**src/rtl/pc_fetch_unit_pkg.sv**
```systemverilog
// Shared encodings for the fetch stage: next-PC select, fault causes, FSM states.
package riscv_fetch_pkg;

    typedef enum logic [1:0] {
        PCSRC_PLUS4   = 2'b00,
        PCSRC_TARGET  = 2'b01,
        PCSRC_JALR    = 2'b10,
        PCSRC_ILLEGAL = 2'b11
    } pcsrc_e;

    typedef enum logic [1:0] {
        FC_NONE     = 2'b00,
        FC_MISALIGN = 2'b01,
        FC_RANGE    = 2'b10,
        FC_ILLEGAL  = 2'b11
    } fault_cause_e;

    typedef enum logic [1:0] {
        ST_BOOT  = 2'b00,
        ST_RUN   = 2'b01,
        ST_FAULT = 2'b10
    } fetch_state_e;

endpackage

```
**src/rtl/pc_fetch_unit_if.sv**
```systemverilog
// Fetch-stage control/status bundle; master drives next-PC controls, slave is the fetch unit.
interface pc_fetch_unit_if;
    logic [1:0]  PCSrc;
    logic [31:0] PCTarget;
    logic [31:0] ALUResult;
    logic        Stall;
    logic [31:0] PC;
    logic [31:0] PCPlus4;
    logic        FetchValid;
    logic        Fault;
    logic [1:0]  FaultCause;
    logic [31:0] FaultPC;
    logic [31:0] InstrCount;

    modport master (
        output PCSrc, PCTarget, ALUResult, Stall,
        input  PC, PCPlus4, FetchValid, Fault, FaultCause, FaultPC, InstrCount
    );

    modport slave (
        input  PCSrc, PCTarget, ALUResult, Stall,
        output PC, PCPlus4, FetchValid, Fault, FaultCause, FaultPC, InstrCount
    );
endinterface

```
**src/rtl/pc_fetch_unit_pc_next_sel.sv**
```systemverilog
// Combinational next-PC selection and control-flow target legality check.
module pc_next_sel
    import riscv_fetch_pkg::*;
#(
    parameter int unsigned IMEM_WORDS = 64
) (
    input  logic [31:0] PC,
    input  logic [1:0]  PCSrc,
    input  logic [31:0] PCTarget,
    input  logic [31:0] ALUResult,
    output logic [31:0] candidate,
    output logic        fault,
    output logic [1:0]  cause
);

    logic [32:0] seq_sum;
    logic        seq_wrap;

    // The carry out of PC+4 marks a wrap past the top of the address space.
    assign seq_sum = {1'b0, PC} + 33'd4;

    always_comb begin
        candidate = PC;
        seq_wrap  = 1'b0;
        unique case (PCSrc)
            PCSRC_PLUS4: begin
                candidate = seq_sum[31:0];
                seq_wrap  = seq_sum[32];
            end
            PCSRC_TARGET: candidate = PCTarget;
            PCSRC_JALR:   candidate = ALUResult & 32'hFFFF_FFFE;
            default:      candidate = PC;
        endcase
    end

    always_comb begin
        cause = FC_NONE;
        if (PCSrc == PCSRC_ILLEGAL)
            cause = FC_ILLEGAL;
        else if (candidate[1:0] != 2'b00)
            cause = FC_MISALIGN;
        else if (seq_wrap || ({2'b00, candidate[31:2]} >= IMEM_WORDS))
            cause = FC_RANGE;
    end

    assign fault = (cause != FC_NONE);

endmodule

```
**src/rtl/pc_fetch_unit.sv**
```systemverilog
// Program counter and fetch control: boot window, stall, sticky control-flow fault, retire count.
module pc_fetch_unit
    import riscv_fetch_pkg::*;
#(
    parameter logic [31:0] RESET_PC    = 32'h0000_0000,
    parameter int unsigned IMEM_WORDS  = 64,
    parameter int unsigned BOOT_CYCLES = 2
) (
    input  logic            clk,
    input  logic            rst_n,
    pc_fetch_unit_if.slave  fb
);

    localparam logic [3:0] BOOT_LAST = 4'(BOOT_CYCLES - 1);

    fetch_state_e state;
    logic [3:0]   boot_cnt;
    logic [31:0]  pc_q;
    logic         fault_q;
    logic [1:0]   fault_cause_q;
    logic [31:0]  fault_pc_q;
    logic [31:0]  instr_count_q;

    logic [31:0]  cand;
    logic         cand_fault;
    logic [1:0]   cand_cause;

    pc_next_sel #(
        .IMEM_WORDS (IMEM_WORDS)
    ) u_next_sel (
        .PC        (pc_q),
        .PCSrc     (fb.PCSrc),
        .PCTarget  (fb.PCTarget),
        .ALUResult (fb.ALUResult),
        .candidate (cand),
        .fault     (cand_fault),
        .cause     (cand_cause)
    );

    always_ff @(posedge clk or negedge rst_n) begin
        if (!rst_n) begin
            state         <= ST_BOOT;
            boot_cnt      <= '0;
            pc_q          <= RESET_PC;
            fault_q       <= 1'b0;
            fault_cause_q <= FC_NONE;
            fault_pc_q    <= '0;
            instr_count_q <= '0;
        end else begin
            unique case (state)
                ST_BOOT: begin
                    if (boot_cnt == BOOT_LAST)
                        state <= ST_RUN;
                    else
                        boot_cnt <= boot_cnt + 4'd1;
                end
                ST_RUN: begin
                    // A stalled cycle never classifies; the fault is seen once Stall drops.
                    if (!fb.Stall) begin
                        if (cand_fault) begin
                            fault_q       <= 1'b1;
                            fault_cause_q <= cand_cause;
                            fault_pc_q    <= pc_q;
                            state         <= ST_FAULT;
                        end else begin
                            pc_q          <= cand;
                            instr_count_q <= instr_count_q + 32'd1;
                        end
                    end
                end
                ST_FAULT: ;
                default: state <= ST_FAULT;
            endcase
        end
    end

    assign fb.PC         = pc_q;
    assign fb.PCPlus4    = pc_q + 32'd4;
    assign fb.FetchValid = (state == ST_RUN) && !fb.Stall;
    assign fb.Fault      = fault_q;
    assign fb.FaultCause = fault_cause_q;
    assign fb.FaultPC    = fault_pc_q;
    assign fb.InstrCount = instr_count_q;

endmodule

```
**src/flat_wrapper.sv**
```systemverilog
// flat-port wrapper written by rule: the top's interface ports become plain ports
module pc_fetch_unit_flat import riscv_fetch_pkg::*;
#(
    parameter logic [31:0] RESET_PC    = 32'h0000_0000,
    parameter int unsigned IMEM_WORDS  = 64,
    parameter int unsigned BOOT_CYCLES = 2
)
  (clk, rst_n, fb_PCSrc, fb_PCTarget, fb_ALUResult, fb_Stall, fb_PC, fb_PCPlus4, fb_FetchValid, fb_Fault, fb_FaultCause, fb_FaultPC, fb_InstrCount);
  pc_fetch_unit_if fb_i ();
  input  logic clk;
  input  logic rst_n;
  input wire logic [$bits(fb_i.PCSrc)-1:0] fb_PCSrc;
  input wire logic [$bits(fb_i.PCTarget)-1:0] fb_PCTarget;
  input wire logic [$bits(fb_i.ALUResult)-1:0] fb_ALUResult;
  input wire logic [$bits(fb_i.Stall)-1:0] fb_Stall;
  output wire logic [$bits(fb_i.PC)-1:0] fb_PC;
  output wire logic [$bits(fb_i.PCPlus4)-1:0] fb_PCPlus4;
  output wire logic [$bits(fb_i.FetchValid)-1:0] fb_FetchValid;
  output wire logic [$bits(fb_i.Fault)-1:0] fb_Fault;
  output wire logic [$bits(fb_i.FaultCause)-1:0] fb_FaultCause;
  output wire logic [$bits(fb_i.FaultPC)-1:0] fb_FaultPC;
  output wire logic [$bits(fb_i.InstrCount)-1:0] fb_InstrCount;
  assign fb_i.PCSrc = fb_PCSrc;
  assign fb_i.PCTarget = fb_PCTarget;
  assign fb_i.ALUResult = fb_ALUResult;
  assign fb_i.Stall = fb_Stall;
  assign fb_PC = fb_i.PC;
  assign fb_PCPlus4 = fb_i.PCPlus4;
  assign fb_FetchValid = fb_i.FetchValid;
  assign fb_Fault = fb_i.Fault;
  assign fb_FaultCause = fb_i.FaultCause;
  assign fb_FaultPC = fb_i.FaultPC;
  assign fb_InstrCount = fb_i.InstrCount;
  pc_fetch_unit #(.RESET_PC(RESET_PC), .IMEM_WORDS(IMEM_WORDS), .BOOT_CYCLES(BOOT_CYCLES)) u_core (.clk(clk), .rst_n(rst_n), .fb(fb_i));
endmodule
```
**config.mk**
```make
export PLATFORM = sky130hd
export DESIGN_NAME = pc_fetch_unit_flat
export DESIGN_NICKNAME = d
export VERILOG_FILES = /design/src/rtl/pc_fetch_unit_pkg.sv /design/src/rtl/pc_fetch_unit_if.sv /design/src/rtl/pc_fetch_unit_pc_next_sel.sv /design/src/rtl/pc_fetch_unit.sv /design/src/flat_wrapper.sv
export SDC_FILE = /design/constraint.sdc
export NUM_CORES = 1
export LEC_CHECK = 0
export BUFFER_PORTS_ARGS = -buffer_cell sky130_fd_sc_hd__buf_2
export CAP_MARGIN = 20
export CORE_MARGIN = 5
export CORE_UTILIZATION = 51
export CTS_BUF_LIST = sky130_fd_sc_hd__clkbuf_8 sky130_fd_sc_hd__clkbuf_16
export DETAILED_ROUTE_END_ITERATION = 8
export MAX_ROUTING_LAYER = met4
export PLACE_DENSITY = 0.92
export SYNTH_ARGS = -nofsm -noshare
export SYNTH_HDL_FRONTEND = slang
export SYNTH_SLANG_ARGS = --single-unit
export TNS_END_PERCENT = 20
```
**constraint.sdc**
```tcl
create_clock -name clk -period 5.5 [get_ports clk]
set_input_delay 0.275 -clock clk [delete_from_list [all_inputs] [get_ports clk]]
set_output_delay 0.275 -clock clk [all_outputs]
set_load 0.05 [all_outputs]
```
==> key figures <==
Clock network
  • Worst-skew pair later-pin latency: 0.35 ns
  • CTS sink cnt: 105
  • H-tree levels: 3
  • CTS max path bufs: 2
  • Root buffer cell: clkbuf_16
  • Total CTS buffers: 9
  • Clock-pin slew on the worst setup and hold paths: 0.07 ns
  • # hold bufs at CTS: 1
  • Postcts setup bufs: 0
  • CTS tree: built
  • Post-CTS Resized: 0

Place
  • IO Port Bufs: 199
  • GP Congestion: 0.961
  • Dpl cells: 871
  • HPWL after DPL: 13200 um
  • Post-DP Area: 6780 um^2

Worst hold path
  • Hold/Removal Path Class: in2reg
  • Hold depth: 3

Timing
  • Max-slew violations: 0
  • Hold Violations, Final: 0
  • Slew @ Worst Pin: 0.808 ns
  • # setup viols final: 0
  • Period utilization: 84.4%
  • Slew HR: 45.6%
  • Layout Skew: 0.00663 ns
  • RSZ-0062 raised after global routing: false
  • Min Tclk post-route: 4.64 ns
  • Setup TNS Final: 0 ns
  • Max Fclk: 215 MHz

Power and ir drop
  • Total Power: 1.83 mW
  • Pwr dens: 256 nW/um^2
  • Leakage dissipation: 3.67 nW
  • Peak supply drop: 0.000201 V

Synthesis
  • Syn Area/Cell: 10.1 um^2
  • Post-synth cell types: 59
  • Synth Warn #: 0
  • Synth area leader: dfrtp_1
  • Dominant register cell in the synthesized netlist: dfrtp_1
  • Syn Inst Count: 564
  • Post-synthesis sequential area ratio: 45.9%
  • Commonest cells post-synth: 105 x dfrtp_1, 47 x nand2_1, 34 x mux2_2, 34 x xnor2_1, 30 x nor2_1
  • Synth top area share: 45.9%
  • Yosys reg bits: 105
  • Synth area leaders: dfrtp_1 46%, mux2_2 6.7%, xnor2_1 5.2%
  • Most common cell in the synthesized netlist: dfrtp_1
  • Post-synthesis cell area: 5720 um^2
  • Share of flip-flops with an asynchronous set or reset: 100%
  • Post-synth EDFFs: 0
  • Syn_nets: 637

Worst setup path
  • Reg2Reg Depth: 10
  • Reg-to-reg slack, setup: 0.86 ns
  • CP arrival: 4.88 ns
  • Data required time of the worst path: 5.73 ns
  • Slowest cell on crit path: nor4_1
  • Critical path, cell by cell: nand4_1, nor4_1, nand3_1, xnor2_1, o41a_1, or4_4, nor2_1, a21oi_4, buf_16, mux2_2
  • Crit. End Element: flip-flop
  • Startpoint Class: flip-flop
  • CP max FO: 19
  • Slowest cell delay on critical path: 0.85 ns
  • WS Path Type: reg2reg

Floorplanning
  • Die H: 116 um
  • Initial core utilization: 52.3%
  • # IOs: 201
  • Die ar.: 13400 um^2
  • Row cnt: 38
  • Core Region: 10900 um^2
  • Die Wd: 116 um

Cells and area
  • Non-Filler Instances: 890
  • Syn-to-layout area delta: 24.8%
  • Design Area, Final: 7140 um^2
  • Number of fillers in the final layout: 872
  • Share of layout cells above drive strength 1: 36.8%
  • NumNets Final: 817

Global route
  • Largest net degree at the start of global routing: 56
  • GR Overflow Total: 0
  • Initial antenna violation count: 1
  • Vias in the first global route: 5319
  • First-pass GRT wire length: 28100 um
  • Gr usage total: 27.5%

Detailed routing
  • Final ANT Viol Nets: 0
  • DR iter-0 viols: 609
  • DR pass1 iterations: 5
  • Vias per cell: 6.03
  • WL final: 18000 um
  • Vias: 5365
  • WL/cell: 20.3 um
  • DRC: 0

Status
  • Status: finished clean

Run
  • Max Cap Violations: 0
[flip-flops by register name (all words and copies together), names as in the netlist]
name,cells
u_core.fb.FaultPC,32
u_core.fb.InstrCount,32
u_core.fb.PC,32
u_core.boot_cnt,4
u_core.fb.FaultCause,2
u_core.state,2
u_core.fb.Fault,1
[cell type report]
type                    count  area (um^2)  share of cell area, %
inverters                  20         75.1                   1.05
multi-input cells         401         2850                   39.9
diodes                      1         2.50                 0.0350
repair buffers            207         1080                   15.1
flip-flops and latches    105         2630                   36.8
clock inverters             6         90.1                   1.26
clock buffers              10          239                   3.35
well taps                 140          175                   2.45
[path summary, 6_finish.rpt]
check / from / endpoint
worst max-delay path: u_core.fb.PC[7]$_DFFE_PN0P_ / u_core.fb.FaultPC[13]$_DFFE_PN0P_
worst min-delay path: fb_ALUResult[6] / u_core.fb.PC[6]$_DFFE_PN0P_
worst max register to register: u_core.fb.PC[7]$_DFFE_PN0P_ / u_core.fb.FaultPC[13]$_DFFE_PN0P_
worst min register to register: u_core.fb.Fault$_DFFE_PN0P_ / u_core.fb.Fault$_DFFE_PN0P_
max in group asynchronous: rst_n / u_core.fb.PC[18]$_DFFE_PN0P_
min in group asynchronous: rst_n / u_core.fb.InstrCount[6]$_DFFE_PN0P_
[layout by cell type (no fill, tap or decap), drive strengths merged, types with 5 or more instances in the layout]
cell    synthesis  final
and3            6      6
inv            20     23
nor4           18     18
and4            6      6
nor3           25     25
or3             6      6
clkbuf         23     10
mux2           34     34
nand3          28     28
and2           27     27
buf            15    206
o21ai          10     10
dfrtp         105    105
a21oi          13     13
nand2b          5      5
nor2           30     30
nand2          47     47
xor2           25     25
xnor2          34     34
nand4          19     19
[power breakdown]
part	switching, mW	total [mW]	internal, mW	leakage, nW
sequential	0.0416	0.849	0.808	1.38
combinational	0.178	0.264	0.0861	2.13
clock	0.300	0.715	0.415	0.165
[metrics by stage]
stage | setup WS [ns] | util [%] | hold slack, ns
floorplan | 1.03 | - | -0.0206
global placement | 1.07 | 62.0 | 0.341
detailed placement | 0.933 | 62.0 | 0.350
CTS | 0.877 | 65.1 | 0.216
global route | 0.534 | 65.3 | 0.215
finish | 0.855 | 65.3 | 0.226
[worst max-delay path, delay by kind of cell, from the launching register on]
kind / cells / cell delay, ns
compound gates: 2 / 0.63
xor+xnor: 1 / 0.22
buf+inv: 1 / 0.24
flops: 1 / 0.54
mux: 1 / 0.28
simple gates: 5 / 2.60
[metal layers]
metal	global-route usage, %	up-vias	routed length [um]	share of wire (%)
met4	9.28	0	512	2.8
met1	33.5	2612	6910	38
met5	-	-	0	0
met3	6.79	54	1690	9.4
met2	45.0	314	8910	49
li1	-	2385	-	-
[kinds of logic (layout without fill, tap and decap cells)]
group | Yosys count | count (layout) | synth area share, %
fa+ha+maj | 4 | 4 | 0.874
simple gates | 230 | 230 | 22.5
other cells | 0 | 1 | 0
mux | 41 | 41 | 8.79
buf+inv | 58 | 243 | 4.44
xor+xnor | 59 | 59 | 9.03
compound gates | 67 | 67 | 8.46
flops | 105 | 105 | 45.9
No activity file was read; power rests on OpenSTA's default activity.
